`src/rtl/axis_pattern_pkg.sv`:
```
// Shared types and constants for the AXI4-Stream test-pattern generator.
package axis_pattern_pkg;

  localparam int unsigned PIXEL_W = 16;

  typedef enum logic [1:0] {
    PAT_CHECKER = 2'd0,
    PAT_BARS    = 2'd1,
    PAT_RAMP    = 2'd2,
    PAT_SOLID   = 2'd3
  } pattern_mode_e;

  typedef enum logic {
    IDLE   = 1'b0,
    STREAM = 1'b1
  } gen_state_e;

  // RGB565: white, yellow, cyan, green, magenta, red, blue, black
  localparam logic [PIXEL_W-1:0] BAR_COLORS [8] = '{
    16'hFFFF, 16'hFFE0, 16'h07FF, 16'h07E0,
    16'hF81F, 16'hF800, 16'h001F, 16'h0000
  };

endpackage

```
`src/rtl/axi4s_if.sv`:
```
// AXI4-Stream bundle; zero-width ID/DEST fields collapse to a single tied-off bit.
interface axi4s_if #(
  parameter int unsigned DATA_WIDTH = 16,
  parameter int unsigned USER_WIDTH = 1,
  parameter int unsigned ID_WIDTH   = 0,
  parameter int unsigned DEST_WIDTH = 0
);
  localparam int unsigned ID_W   = (ID_WIDTH == 0) ? 1 : ID_WIDTH;
  localparam int unsigned DEST_W = (DEST_WIDTH == 0) ? 1 : DEST_WIDTH;

  logic                  tvalid;
  logic                  tready;
  logic [DATA_WIDTH-1:0] tdata;
  logic                  tlast;
  logic [USER_WIDTH-1:0] tuser;
  logic [ID_W-1:0]       tid;
  logic [DEST_W-1:0]     tdest;

  modport master (output tvalid, tdata, tlast, tuser, tid, tdest, input tready);
  modport slave  (input tvalid, tdata, tlast, tuser, tid, tdest, output tready);
endinterface

```
`src/rtl/pattern_xy_counter.sv`:
```
// Pixel coordinate and colour-bar counters; advance on each accepted beat and
// expose the coordinates of the following pixel for look-ahead data generation.
module pattern_xy_counter #(
  parameter int unsigned H_RES = 1024,
  parameter int unsigned V_RES = 768
) (
  input  logic                       clk_i,
  input  logic                       rst_ni,
  input  logic                       advance_i,
  output logic [$clog2(H_RES)-1:0]   x_nxt_o,
  output logic [$clog2(V_RES)-1:0]   y_nxt_o,
  output logic [2:0]                 bar_nxt_o,
  output logic                       eol_nxt_o,
  output logic                       eof_o
);
  localparam int unsigned XW  = $clog2(H_RES);
  localparam int unsigned YW  = $clog2(V_RES);
  localparam int unsigned SEG = H_RES / 8;
  localparam int unsigned SW  = $clog2(SEG);

  logic [XW-1:0] x_q, x_d;
  logic [YW-1:0] y_q, y_d;
  logic [SW-1:0] seg_q, seg_d;
  logic [2:0]    bar_q, bar_d;
  logic          eol_c;

  always_comb begin
    eol_c = (x_q == XW'(H_RES - 1));
    eof_o = eol_c && (y_q == YW'(V_RES - 1));
    x_d   = eol_c ? XW'(0) : x_q + XW'(1);
    y_d   = y_q;
    if (eol_c) y_d = (y_q == YW'(V_RES - 1)) ? YW'(0) : y_q + YW'(1);
    // Bar index steps every H_RES/8 pixels via a segment counter, no divide.
    seg_d = seg_q + SW'(1);
    bar_d = bar_q;
    if (eol_c) begin
      seg_d = SW'(0);
      bar_d = 3'd0;
    end else if (seg_q == SW'(SEG - 1)) begin
      seg_d = SW'(0);
      bar_d = bar_q + 3'd1;
    end
    x_nxt_o   = x_d;
    y_nxt_o   = y_d;
    bar_nxt_o = bar_d;
    eol_nxt_o = (x_d == XW'(H_RES - 1));
  end

  always_ff @(posedge clk_i or negedge rst_ni) begin
    if (!rst_ni) begin
      x_q   <= '0;
      y_q   <= '0;
      seg_q <= '0;
      bar_q <= '0;
    end else if (advance_i) begin
      x_q   <= x_d;
      y_q   <= y_d;
      seg_q <= seg_d;
      bar_q <= bar_d;
    end
  end

endmodule

```
`src/rtl/axis_pattern_generator.sv`:
```
// AXI4-Stream RGB565 test-pattern source: checker, colour bars, grey ramp, solid.
// Mode, colours and enable are captured only at frame start.
module axis_pattern_generator
  import axis_pattern_pkg::*;
#(
  parameter int unsigned DATA_WIDTH  = 16,
  parameter int unsigned USER_WIDTH  = 1,
  parameter int unsigned ID_WIDTH    = 0,
  parameter int unsigned DEST_WIDTH  = 0,
  parameter int unsigned H_RES       = 1024,
  parameter int unsigned V_RES       = 768,
  parameter int unsigned CELL_W_BITS = 7,
  parameter int unsigned CELL_H_BITS = 6
) (
  input  logic          clk_i,
  input  logic          rst_ni,
  input  logic          enable_i,
  input  logic [1:0]    mode_i,
  input  logic [15:0]   color1_i,
  input  logic [15:0]   color2_i,
  axi4s_if.master       m_axis,
  output logic          frame_done_o,
  output logic          busy_o
);
  localparam int unsigned XW     = $clog2(H_RES);
  localparam int unsigned YW     = $clog2(V_RES);
  localparam int unsigned ID_W   = (ID_WIDTH == 0) ? 1 : ID_WIDTH;
  localparam int unsigned DEST_W = (DEST_WIDTH == 0) ? 1 : DEST_WIDTH;

  gen_state_e          state_q, state_d;
  pattern_mode_e       mode_q, mode_d;
  logic [PIXEL_W-1:0]  c1_q, c1_d, c2_q, c2_d, tdata_q, tdata_d;
  logic                tvalid_q, tvalid_d, tlast_q, tlast_d, tuser_q, tuser_d;
  logic                done_q, done_d, busy_q, busy_d;
  logic                hs_c, load_c;
  logic [XW-1:0]       x_nxt;
  logic [YW-1:0]       y_nxt;
  logic [2:0]          bar_nxt;
  logic                eol_nxt, eof;

  function automatic logic [PIXEL_W-1:0] pixel_f(pattern_mode_e m, logic [PIXEL_W-1:0] c1,
      logic [PIXEL_W-1:0] c2, logic [XW-1:0] x, logic [YW-1:0] y, logic [2:0] bar);
    logic [XW-1:0] xs;
    logic [YW-1:0] ys;
    xs = x >> CELL_W_BITS;
    ys = y >> CELL_H_BITS;
    case (m)
      PAT_CHECKER: pixel_f = (xs[0] ^ ys[0]) ? c1 : c2;
      PAT_BARS:    pixel_f = BAR_COLORS[bar];
      PAT_RAMP:    pixel_f = {x[XW-1 -: 5], x[XW-1 -: 6], x[XW-1 -: 5]};
      PAT_SOLID:   pixel_f = c1;
      default:     pixel_f = '0;
    endcase
  endfunction

  assign hs_c = tvalid_q & m_axis.tready;

  pattern_xy_counter #(.H_RES(H_RES), .V_RES(V_RES)) u_xy (
    .clk_i     (clk_i),
    .rst_ni    (rst_ni),
    .advance_i (hs_c),
    .x_nxt_o   (x_nxt),
    .y_nxt_o   (y_nxt),
    .bar_nxt_o (bar_nxt),
    .eol_nxt_o (eol_nxt),
    .eof_o     (eof)
  );

  // Next-state and look-ahead output data: the following pixel loads on the handshake edge.
  always_comb begin
    state_d  = state_q;
    mode_d   = mode_q;
    c1_d     = c1_q;
    c2_d     = c2_q;
    tvalid_d = tvalid_q;
    tdata_d  = tdata_q;
    tlast_d  = tlast_q;
    tuser_d  = tuser_q;
    busy_d   = busy_q;
    done_d   = 1'b0;
    load_c   = 1'b0;
    case (state_q)
      IDLE: begin
        if (enable_i) begin
          state_d = STREAM;
          load_c  = 1'b1;
        end
      end
      STREAM: begin
        if (hs_c && eof) begin
          done_d = 1'b1;
          if (enable_i) begin
            load_c = 1'b1;
          end else begin
            state_d  = IDLE;
            tvalid_d = 1'b0;
            tdata_d  = '0;
            tlast_d  = 1'b0;
            tuser_d  = 1'b0;
            busy_d   = 1'b0;
          end
        end else if (hs_c) begin
          tdata_d = pixel_f(mode_q, c1_q, c2_q, x_nxt, y_nxt, bar_nxt);
          tlast_d = eol_nxt;
          tuser_d = 1'b0;
        end
      end
      default: state_d = IDLE;
    endcase
    if (load_c) begin
      mode_d   = pattern_mode_e'(mode_i);
      c1_d     = color1_i;
      c2_d     = color2_i;
      tvalid_d = 1'b1;
      busy_d   = 1'b1;
      tdata_d  = pixel_f(pattern_mode_e'(mode_i), color1_i, color2_i, XW'(0), YW'(0), 3'd0);
      tlast_d  = 1'b0;
      tuser_d  = 1'b1;
    end
  end

  always_ff @(posedge clk_i or negedge rst_ni) begin
    if (!rst_ni) begin
      state_q  <= IDLE;
      mode_q   <= PAT_CHECKER;
      c1_q     <= '0;
      c2_q     <= '0;
      tvalid_q <= 1'b0;
      tdata_q  <= '0;
      tlast_q  <= 1'b0;
      tuser_q  <= 1'b0;
      done_q   <= 1'b0;
      busy_q   <= 1'b0;
    end else begin
      state_q  <= state_d;
      mode_q   <= mode_d;
      c1_q     <= c1_d;
      c2_q     <= c2_d;
      tvalid_q <= tvalid_d;
      tdata_q  <= tdata_d;
      tlast_q  <= tlast_d;
      tuser_q  <= tuser_d;
      done_q   <= done_d;
      busy_q   <= busy_d;
    end
  end

  assign m_axis.tvalid = tvalid_q;
  assign m_axis.tdata  = DATA_WIDTH'(tdata_q);
  assign m_axis.tlast  = tlast_q;
  assign m_axis.tuser  = USER_WIDTH'(tuser_q);
  assign m_axis.tid    = ID_W'(0);
  assign m_axis.tdest  = DEST_W'(0);
  assign frame_done_o  = done_q;
  assign busy_o        = busy_q;

endmodule

```
`src/flat_wrapper.sv`:
```
// flat-port wrapper written by rule: the top's interface ports become plain ports
module axis_pattern_generator_flat import axis_pattern_pkg::*;
#(
  parameter int unsigned DATA_WIDTH  = 16,
  parameter int unsigned USER_WIDTH  = 1,
  parameter int unsigned ID_WIDTH    = 0,
  parameter int unsigned DEST_WIDTH  = 0,
  parameter int unsigned H_RES       = 1024,
  parameter int unsigned V_RES       = 768,
  parameter int unsigned CELL_W_BITS = 7,
  parameter int unsigned CELL_H_BITS = 6
)
  (clk_i, rst_ni, enable_i, mode_i, color1_i, color2_i, frame_done_o, busy_o, m_axis_tvalid, m_axis_tdata, m_axis_tlast, m_axis_tuser, m_axis_tid, m_axis_tdest, m_axis_tready);
  axi4s_if #(.DATA_WIDTH(DATA_WIDTH), .USER_WIDTH(USER_WIDTH), .ID_WIDTH(ID_WIDTH), .DEST_WIDTH(DEST_WIDTH)) m_axis_i ();
  input  logic clk_i;
  input  logic rst_ni;
  input  logic enable_i;
  input  logic [1:0] mode_i;
  input  logic [15:0] color1_i;
  input  logic [15:0] color2_i;
  output logic frame_done_o;
  output logic busy_o;
  output wire logic [$bits(m_axis_i.tvalid)-1:0] m_axis_tvalid;
  output wire logic [$bits(m_axis_i.tdata)-1:0] m_axis_tdata;
  output wire logic [$bits(m_axis_i.tlast)-1:0] m_axis_tlast;
  output wire logic [$bits(m_axis_i.tuser)-1:0] m_axis_tuser;
  output wire logic [$bits(m_axis_i.tid)-1:0] m_axis_tid;
  output wire logic [$bits(m_axis_i.tdest)-1:0] m_axis_tdest;
  input wire logic [$bits(m_axis_i.tready)-1:0] m_axis_tready;
  assign m_axis_tvalid = m_axis_i.tvalid;
  assign m_axis_tdata = m_axis_i.tdata;
  assign m_axis_tlast = m_axis_i.tlast;
  assign m_axis_tuser = m_axis_i.tuser;
  assign m_axis_tid = m_axis_i.tid;
  assign m_axis_tdest = m_axis_i.tdest;
  assign m_axis_i.tready = m_axis_tready;
  axis_pattern_generator #(.DATA_WIDTH(DATA_WIDTH), .USER_WIDTH(USER_WIDTH), .ID_WIDTH(ID_WIDTH), .DEST_WIDTH(DEST_WIDTH), .H_RES(H_RES), .V_RES(V_RES), .CELL_W_BITS(CELL_W_BITS), .CELL_H_BITS(CELL_H_BITS)) u_core (.clk_i(clk_i), .rst_ni(rst_ni), .enable_i(enable_i), .mode_i(mode_i), .color1_i(color1_i), .color2_i(color2_i), .m_axis(m_axis_i), .frame_done_o(frame_done_o), .busy_o(busy_o));
endmodule
```
`config.mk`:
```
export PLATFORM = sky130hd
export DESIGN_NAME = axis_pattern_generator_flat
export DESIGN_NICKNAME = d
export VERILOG_FILES = /design/src/rtl/axis_pattern_pkg.sv /design/src/rtl/axi4s_if.sv /design/src/rtl/pattern_xy_counter.sv /design/src/rtl/axis_pattern_generator.sv /design/src/flat_wrapper.sv
export SDC_FILE = /design/constraint.sdc
export NUM_CORES = 1
export LEC_CHECK = 0
export CORE_ASPECT_RATIO = 0.7
export CORE_MARGIN = 4
export CORE_UTILIZATION = 44
export DETAILED_ROUTE_END_ITERATION = 10
export PLACE_DENSITY = 0.68
export SLEW_MARGIN = 10
export SYNTH_ARGS = -nofsm -noshare
export SYNTH_HDL_FRONTEND = slang
export SYNTH_SLANG_ARGS = --single-unit
```
`constraint.sdc`:
```
create_clock -name clk_i -period 4.92 [get_ports clk_i]
set_input_delay 0.492 -clock clk_i [delete_from_list [all_inputs] [get_ports clk_i]]
set_output_delay 0.492 -clock clk_i [all_outputs]
set_load 0.005 [all_outputs]
```
==> run metrics <==
max layer used=met4; Port Buf Inserts=58; worst path required time=5160 ps; Hold Path Class=input port to asynchronous set/reset pin; sequential element share of the synthesized area=0.407; Cell Area, Synth=between 5000 and 6000 µm²; placed inst area=5860 µm²; Worst Setup SP=u_core.u_xy.x_q[0]; gr usage total=0.226; CP Capture Point=u_core.m_axis.tdata[9]; Pleak=2.47 nW; Setup crit start kind=register; Synth Area in Adders=0.0120; largest net degree at the start of global routing=55; clk buf depth=2; ys async rst share=1.00; GP Congestion=between 0.9 and 1; Final Cycle Share=0.713; Compound-Gate Fraction of Synth Area=0.222; r2r setup slk=1410 ps; length of routed met3 wiring=1780 µm; Max Cap Viol=0; largest family of logic cells by synthesized area=compound AO/OA/AOI/OAI gates; area grow syn2layout=18.3%; worst path arrival time=3750 ps; CP delay by family, top=simple AND/OR/NAND/NOR gates; CTS tree=yes; FP Rows=33; die height=just under 100 µm; status=finished clean; syn avg cell area=9.16 µm²; Die W=approximately 140 µm; Starting DRT DRC Count=616; routed wire length=15400 µm; cts bufs inserted=9; worst r2r src=u_core.u_xy.x_q[0]; Tmin final=3510 ps; CP Depth=8; die area=13700 µm²; Synth Area in Simple Gates=0.200; number of enable flip-flop cells after synthesis=0; Max Clk Rate=285 MHz; post-synthesis xor/xnor area fraction=0.0285; Tot Pwr=2.16 mW; DRC Markers=0; multiplexer share of the synthesized area=0.0863; r2r worst-path depth=8; Power Density=349 nW/µm²; CP Capture Type=register; ANT cells=0; Core Region=between 10000 and 15000 µm²; Layout Skew=7.48 ps; CP cell instances=ha_1, nand3_1, nor4_4, a31oi_4, buf_4, o21ai_0, o32ai_1, o31ai_1; Yosys cell types=79; Crit Path Class=register to register; Max-slew headroom=0.310; # resized after CTS=0; Critical-path top delay cell=nor4_4; CTS Sinks=85; Layout Nets=roughly 650; Ys Warns=0; H-tree Lvls=3; Worst-path clk slew=70 ps; Routed met1 length=6990 µm; grt total ovfl=0; Peak supply drop=0.000204 V; CP Buf/Inv Count=1; worst-path fanout max=27; RSZ-0062 raised after global routing=false; I/O pins=61; post-cts hold buffer count=0; Worst Max-Slew Pin Slew=1030 ps; Clock Latency Late Sink=340 ps; WL/cell=20.0 µm; Post-DRT Antenna Nets=0; first-pass GRT wire length=24900 µm; R2R Path End=u_core.m_axis.tdata[9]; Setup TNS=0 ps; final setup fails=0; root buf cell=clkbuf_16; Final Hold Fails=0; hpwl dp=11300 µm; Initial Util=0.448; Final Cell Area=6190 µm²; Vias per Instance=6.24; Post-synth top flop=dfrtp_1; initial antenna violation count=0; max-slew violations=0; via count=just under 5000; slowest stage delay, CP=slightly below 900 ps; Synth Register Bits=85; Syn Inst Count=571; DR WL met2=6380 µm; fraction of layout cells with a size suffix above 1=0.135; Post-CTS Setup Bufs=0; vias in the first global route=4673; drt first pass iters=6
## synthesized netlist by cell type, types with 9 or more instances
| cell | n | area share |
|---|---|---|
| nand3_1 | 10 | 0.0096 |
| nor2_1 | 70 | 0.050 |
| xor2_1 | 9 | 0.015 |
| nor3_1 | 11 | 0.011 |
| clkbuf_1 | 11 | 0.0079 |
| o22ai_1 | 12 | 0.014 |
| nand2_1 | 53 | 0.038 |
| mux2_2 | 33 | 0.071 |
| nand4_1 | 11 | 0.013 |
| dfrtp_1 | 85 | 0.41 |
| buf_2 | 16 | 0.015 |
| o21ai_0 | 42 | 0.040 |
| a21oi_1 | 38 | 0.036 |
## placed cells by master, fill, tap and decap left out, types with 10 or more instances in the layout
cell and n:
dfrtp_1 85, nor2_1 70, clkdlybuf4s50_1 57, nand2_1 53, o21ai_0 42, a21oi_1 38
mux2_2 33, o22ai_1 12, nand4_1 11, nor3_1 11, nand3_1 10
## final cells by class
type	count	area, µm²
Inverter	10	37.5
Timing Repair Buffer	63	616
Fill cell	1033	5490
Tap cell	157	196
Clock inverter	5	83.8
Multi-Input combinational cell	441	2890
Sequential cell	85	2130
Clock buffer	11	243
## where the power goes
| part | switching (mW) | internal [mW] |
|---|---|---|
| clock | 0.289 | 0.460 |
| combinational | 0.218 | 0.231 |
| sequential | 0.156 | 0.806 |
## per-layer routing
layer	vias to the layer above	global-route usage
li1	2194	-
met1	2331	0.336
met2	265	0.319
met3	31	0.0682
met4	0	0.0600
met5	-	0
## sequential cells by signal, summed over array words and instances, names as in the netlist
signal and cells:
u_core.c2_q 16, u_core.mode_q 2, u_core.c1_q 16, u_core.u_xy.x_q 10, u_core.u_xy.seg_q 7, u_core.m_axis.tlast 1, u_core.frame_done_o 1, u_core.m_axis.tdata 16
u_core.u_xy.y_q 10, u_core.m_axis.tuser 1, u_core.u_xy.bar_q 3, u_core.m_axis.tvalid 1, u_core.state_q 1
## worst min-delay path by stage
| stage | to | slack [ps] | depth (start not counted) |
|---|---|---|---|
| detailed placement | u_core.c1_q[4] | 450 | 1 |
| global placement | u_core.c1_q[4] | 450 | 1 |
| finish | u_core.c2_q[4] | 70 | 1 |
| CTS | u_core.c1_q[4] | 90 | 1 |
| floorplan | u_core.c1_q[0] | 200 | 0 |
| global route | u_core.c1_q[4] | 110 | 1 |
## stage by stage
step                hold WS, ps   util  setup WS (ps)  instances
global placement            446  0.502           1580        756
detailed placement          454  0.502           1390        756
finish                     71.5  0.530           1410        772
CTS                        89.3  0.530           1490        772
floorplan                   196      -           2710        572
global route                105  0.530           1120        772
## logic make-up (layout without fill, tap and decap cells)
logic type,after synthesis,after routing
buffers and inverters,46,89
adders and majority gates,5,5
AOI/OAI and AO/OA,169,169
and+or+nand+nor,208,208
muxes,40,40
xor gates and xnor gates,17,17
other,1,2
DFF,85,85
No activity file was read; power rests on OpenSTA's default activity.
==> patch 1: new RTL, config.mk and constraints unchanged <==
`V_RES` is set to 768 in 3 places; all go to 3072.
--- a/src/rtl/pattern_xy_counter.sv
+++ b/src/rtl/pattern_xy_counter.sv
@@ -2,7 +2,7 @@
 // expose the coordinates of the following pixel for look-ahead data generation.
 module pattern_xy_counter #(
   parameter int unsigned H_RES = 1024,
-  parameter int unsigned V_RES = 768
+  parameter int unsigned V_RES = 3072
 ) (
   input  logic                       clk_i,
   input  logic                       rst_ni,
--- a/src/rtl/axis_pattern_generator.sv
+++ b/src/rtl/axis_pattern_generator.sv
@@ -8,7 +8,7 @@
   parameter int unsigned ID_WIDTH    = 0,
   parameter int unsigned DEST_WIDTH  = 0,
   parameter int unsigned H_RES       = 1024,
-  parameter int unsigned V_RES       = 768,
+  parameter int unsigned V_RES       = 3072,
   parameter int unsigned CELL_W_BITS = 7,
   parameter int unsigned CELL_H_BITS = 6
 ) (
--- a/src/flat_wrapper.sv
+++ b/src/flat_wrapper.sv
@@ -6,7 +6,7 @@
   parameter int unsigned ID_WIDTH    = 0,
   parameter int unsigned DEST_WIDTH  = 0,
   parameter int unsigned H_RES       = 1024,
-  parameter int unsigned V_RES       = 768,
+  parameter int unsigned V_RES       = 3072,
   parameter int unsigned CELL_W_BITS = 7,
   parameter int unsigned CELL_H_BITS = 6
 )
Behaviour: no difference found for any inputs over 10 cycles, from zero or initial values and one cycle with rst_ni low; that may be too few to reach the edited logic, so the function may still have changed.
==> patch 1 against the original RTL <==
Setup slack better by 360 ps. Sequential power up 2.1%. Sequential cell count up 2. Largest power group unchanged. Design area up 8.5%. Wire length up 14%. Die area up 9.6%. Sequential share of layout area down 1.9 points. Total power down 1.4%. Via count up 11%. Clock skew down 1.2 ps. Synthesized area up 10%. Synthesized cell count up 15%. Combinational power up 4%.
==> patch 1: results (changes against the original RTL) <==
yosys:
  yosys-top-cells-area: "dfrtp_1 (38%), mux2_2 (7.2%), nand2_1 (5.1%), o21ai_0 (4.5%), nor2_1 (3.4%)"
  syn_inst: 655  # +15%
  synth_adder_area_share_pct: 1.083  # -0.11 points
  yosysSeqAreaShare_pct: 37.70  # -2.9 points
  synth_compound_area_share_pct: 22.23  # about the same
timing:
  relSlewSlack_pct: 44.73  # +14 points
  fin_crit_sh_pct: 64.06  # -7.2 points
  skew_ps: 6.266  # -1.210 ps
run_status:
  status: "finished, final reports clean"
grt:
  grt_max_degree: 51  # -7.3%
  grt_use_total_pct: 23.02  # +0.47 points
  grt_pass1_vias: 5187  # +11%
placement:
  dp_hpwl_mm: 12.33  # +9.5%
  place_area_mm2: 0.006404  # +9.2%
worst_setup_path:
  setup.worst_path.end: "u_core.m_axis.tdata[6]"
  rrSetupSlack_ps: 1770  # +360 ps
  slowest_delay_ps: 640  # -230 ps
  arrival_ps: 3380  # -370 ps
final_layout:
  fillers: 1160  # +12%
  final_nets: 729  # +12%
  drive_gt1_share_pct: 11.76  # -1.7 points
route:
  vias_per_cell: 6.306  # +0.97%
  drt_wl_total_mm: 17.56  # +14%
  wl_met1_mm: 8.236  # +18%
power_and_ir_drop:
  ir_drop_v: 0.0001493  # -27%
  leakage_nw: 2.685  # +8.5%
patch 1: cell count changes after synthesis, sizes merged, moves of 9 or more:
| cell | unedited run | this run |
|---|---|---|
| clkbuf | 11 | 25 |
| nand4 | 11 | 23 |
| a21oi | 40 | 26 |
| nor2 | 71 | 52 |
| o21ai | 43 | 52 |
| nand2 | 53 | 79 |
| a211oi | 5 | 17 |
patch 1: final cells by class:
type	instances	area (um2)	area share, %
inverters	11	41.29	0.6146
clock inverters	4	47.55	0.7078
repair buffers	68	673.1	10.02
clock buffers	10	239.0	3.557
well taps	162	202.7	3.017
flip-flops and latches	87	2177	32.41
multi-input cells	509	3337	49.67
patch 1: metal layers:
layer,vias to the layer above,GRT usage (%)
met3,14,6.547
met5,-,0
met4,0,4.746
met2,292,32.16
li1,2485,-
met1,2575,35.24
patch 1: power by group:
part           internal [W]  switching [W]  total, W
logic              0.000240       0.000226  0.000467
clock network      0.000400       0.000281  0.000681
registers          0.000824       0.000156  0.000981
==> patch 2: new RTL, same flow settings <==
Made on the original files. Make the reset (`rst_ni`) synchronous in 2 clocked blocks.
--- a/src/rtl/pattern_xy_counter.sv
+++ b/src/rtl/pattern_xy_counter.sv
@@ -46,7 +46,7 @@
     eol_nxt_o = (x_d == XW'(H_RES - 1));
   end
 
-  always_ff @(posedge clk_i or negedge rst_ni) begin
+  always_ff @(posedge clk_i) begin
     if (!rst_ni) begin
       x_q   <= '0;
       y_q   <= '0;
--- a/src/rtl/axis_pattern_generator.sv
+++ b/src/rtl/axis_pattern_generator.sv
@@ -119,7 +119,7 @@
     end
   end
 
-  always_ff @(posedge clk_i or negedge rst_ni) begin
+  always_ff @(posedge clk_i) begin
     if (!rst_ni) begin
       state_q  <= IDLE;
       mode_q   <= PAT_CHECKER;
Check against the original RTL: differs if rst_ni is asserted again (counterexample within 4 cycles, from zero or initial values and one cycle with rst_ni low); with rst_ni held inactive, the same outputs for 10 cycles.
==> patch 2 against the original RTL <==
Die area is 6.8% lower. Design area is 7.3% lower. Sequential cell count stayed put. Largest cell class unchanged. Sequential power is 22% lower. Non-clock buffer count is 2 lower. Critical path type unchanged. Via count is 6.9% lower. Hold slack better by 390 ps. Setup slack better by 590 ps. Global-route usage is 1.5 points lower. Wire length is 13% lower. Total power is 25% lower. Synthesized area is 7.3% lower. Highest routed layer unchanged.
==> patch 2: results (changes against the original RTL) <==
run_status:
  status: "finished, final reports clean"
grt:
  grt_max_degree: 75  # +36%
  grt_use_total_pct: 21.06  # -1.5 points
  grt_use_met1_pct: 30.36  # -3.2 points
  grtUsageMet3_pct: 5.956  # -0.87 points
  grt_pass1_wl_mm: 21.71  # -13%
  grt_pass1_vias: 4270  # -8.6%
yosys:
  async_flop_share_pct: 0  # -100 points
  synth_commonest_cells: "dfxtp_1 (85), nand2_1 (69), nor2b_1 (40), o21ai_0 (40), nor2_1 (34)"
  syn_area_per_cell_um2: 8.331  # -9.1%
  synth_cell_types: 66  # -16%
  yosysSeqAreaShare_pct: 35.10  # -5.6 points
worst_setup_path:
  cp_slowest_cell: "xnor2_2"
  cp_top_family: "XOR/XNOR gates"
  slowest_delay_ps: 760  # -110 ps
  crit_path_max_fanout: 17  # -37%
  r2r_cells: 7  # -1
  r2r_start: "u_core.u_xy.x_q[0]"
power_and_ir_drop:
  cellInternalPower_w: 0.001199  # -20%
  leakage_nw: 2.211  # -11%
placement:
  dp_slack_ps: 2051  # +666.1 ps
  place_area_mm2: 0.005470  # -6.7%
  dp_hpwl_mm: 9.508  # -16%
  dp.cells: 754  # -0.26%
route:
  vias_per_cell: 5.844  # -6.4%
  wl_per_cell_um: 17.41  # -13%
  drtIter0Drc: 527  # -14%
  drt_wl_total_mm: 13.37  # -13%
hold_path:
  min_path_type: "in -> reg"
timing:
  skew_ps: 6.103  # -1.373 ps
  worstMarginPinSlew_ps: 968.2  # -58.85 ps
final_layout:
  fillers: 961  # -7.0%
  final_nets: 660  # +1.1%
  drive_gt1_share_pct: 6.613  # -6.9 points
patch 2: changes by cell type in the layout (fill, tap and decap cells not counted), sizes merged, moves of 28 or more:
cell and change:
mux2 -35, dfrtp -85, nor2b +39, dfxtp +85, nor2 -37, mux2i +28
patch 2: worst paths after layout:
| path | endpoint | slack, ps |
|---|---|---|
| max | u_core.m_axis.tdata[5] | 2010 |
| min | u_core.c1_q[0] | 460 |
| max reg2reg | u_core.m_axis.tdata[5] | 2010 |
| min reg2reg | u_core.u_xy.seg_q[1] | 490 |
patch 2: routing by layer:
layer  wire (um)  up-vias
met1        6447     2133
li1            -     2141
met3        1167       17
met2        5619      197
met5           0        -
met4         140        0
patch 2: final cells by class:
| class | count | area, um2 | area share, % |
|---|---|---|---|
| clock buffers | 12 | 256.5 | 4.471 |
| flip-flops and latches | 85 | 1702 | 29.66 |
| clock inverters | 2 | 10.01 | 0.1745 |
| inverters | 9 | 33.78 | 0.5889 |
| multi-input cells | 451 | 2952 | 51.45 |
| repair buffers | 61 | 598.1 | 10.43 |
| well taps | 148 | 185.2 | 3.228 |
patch 2: logic make-up (layout without fill, tap and decap cells):
family	Yosys count	count (layout)	synth area share [%]
and+or+nand+nor	250	250	27.20
muxes	33	33	6.813
DFF	85	85	35.10
AOI/OAI and AO/OA	137	137	20.23
xor gates and xnor gates	24	24	4.800
other	1	2	0.07735
buffers and inverters	47	84	4.490
adders and majority gates	5	5	1.290
patch 2: power groups by stage:
stage	sequential (W)	clock, W	combinational [W]
after floorplan	0.000753	0	0.000144
after global placement	0.000762	0	0.000226
after detailed placement	0.000763	0	0.000231
after CTS	0.000748	0.000643	0.000232
after global routing	0.000753	0.000669	0.000254
final	0.000749	0.000632	0.000233
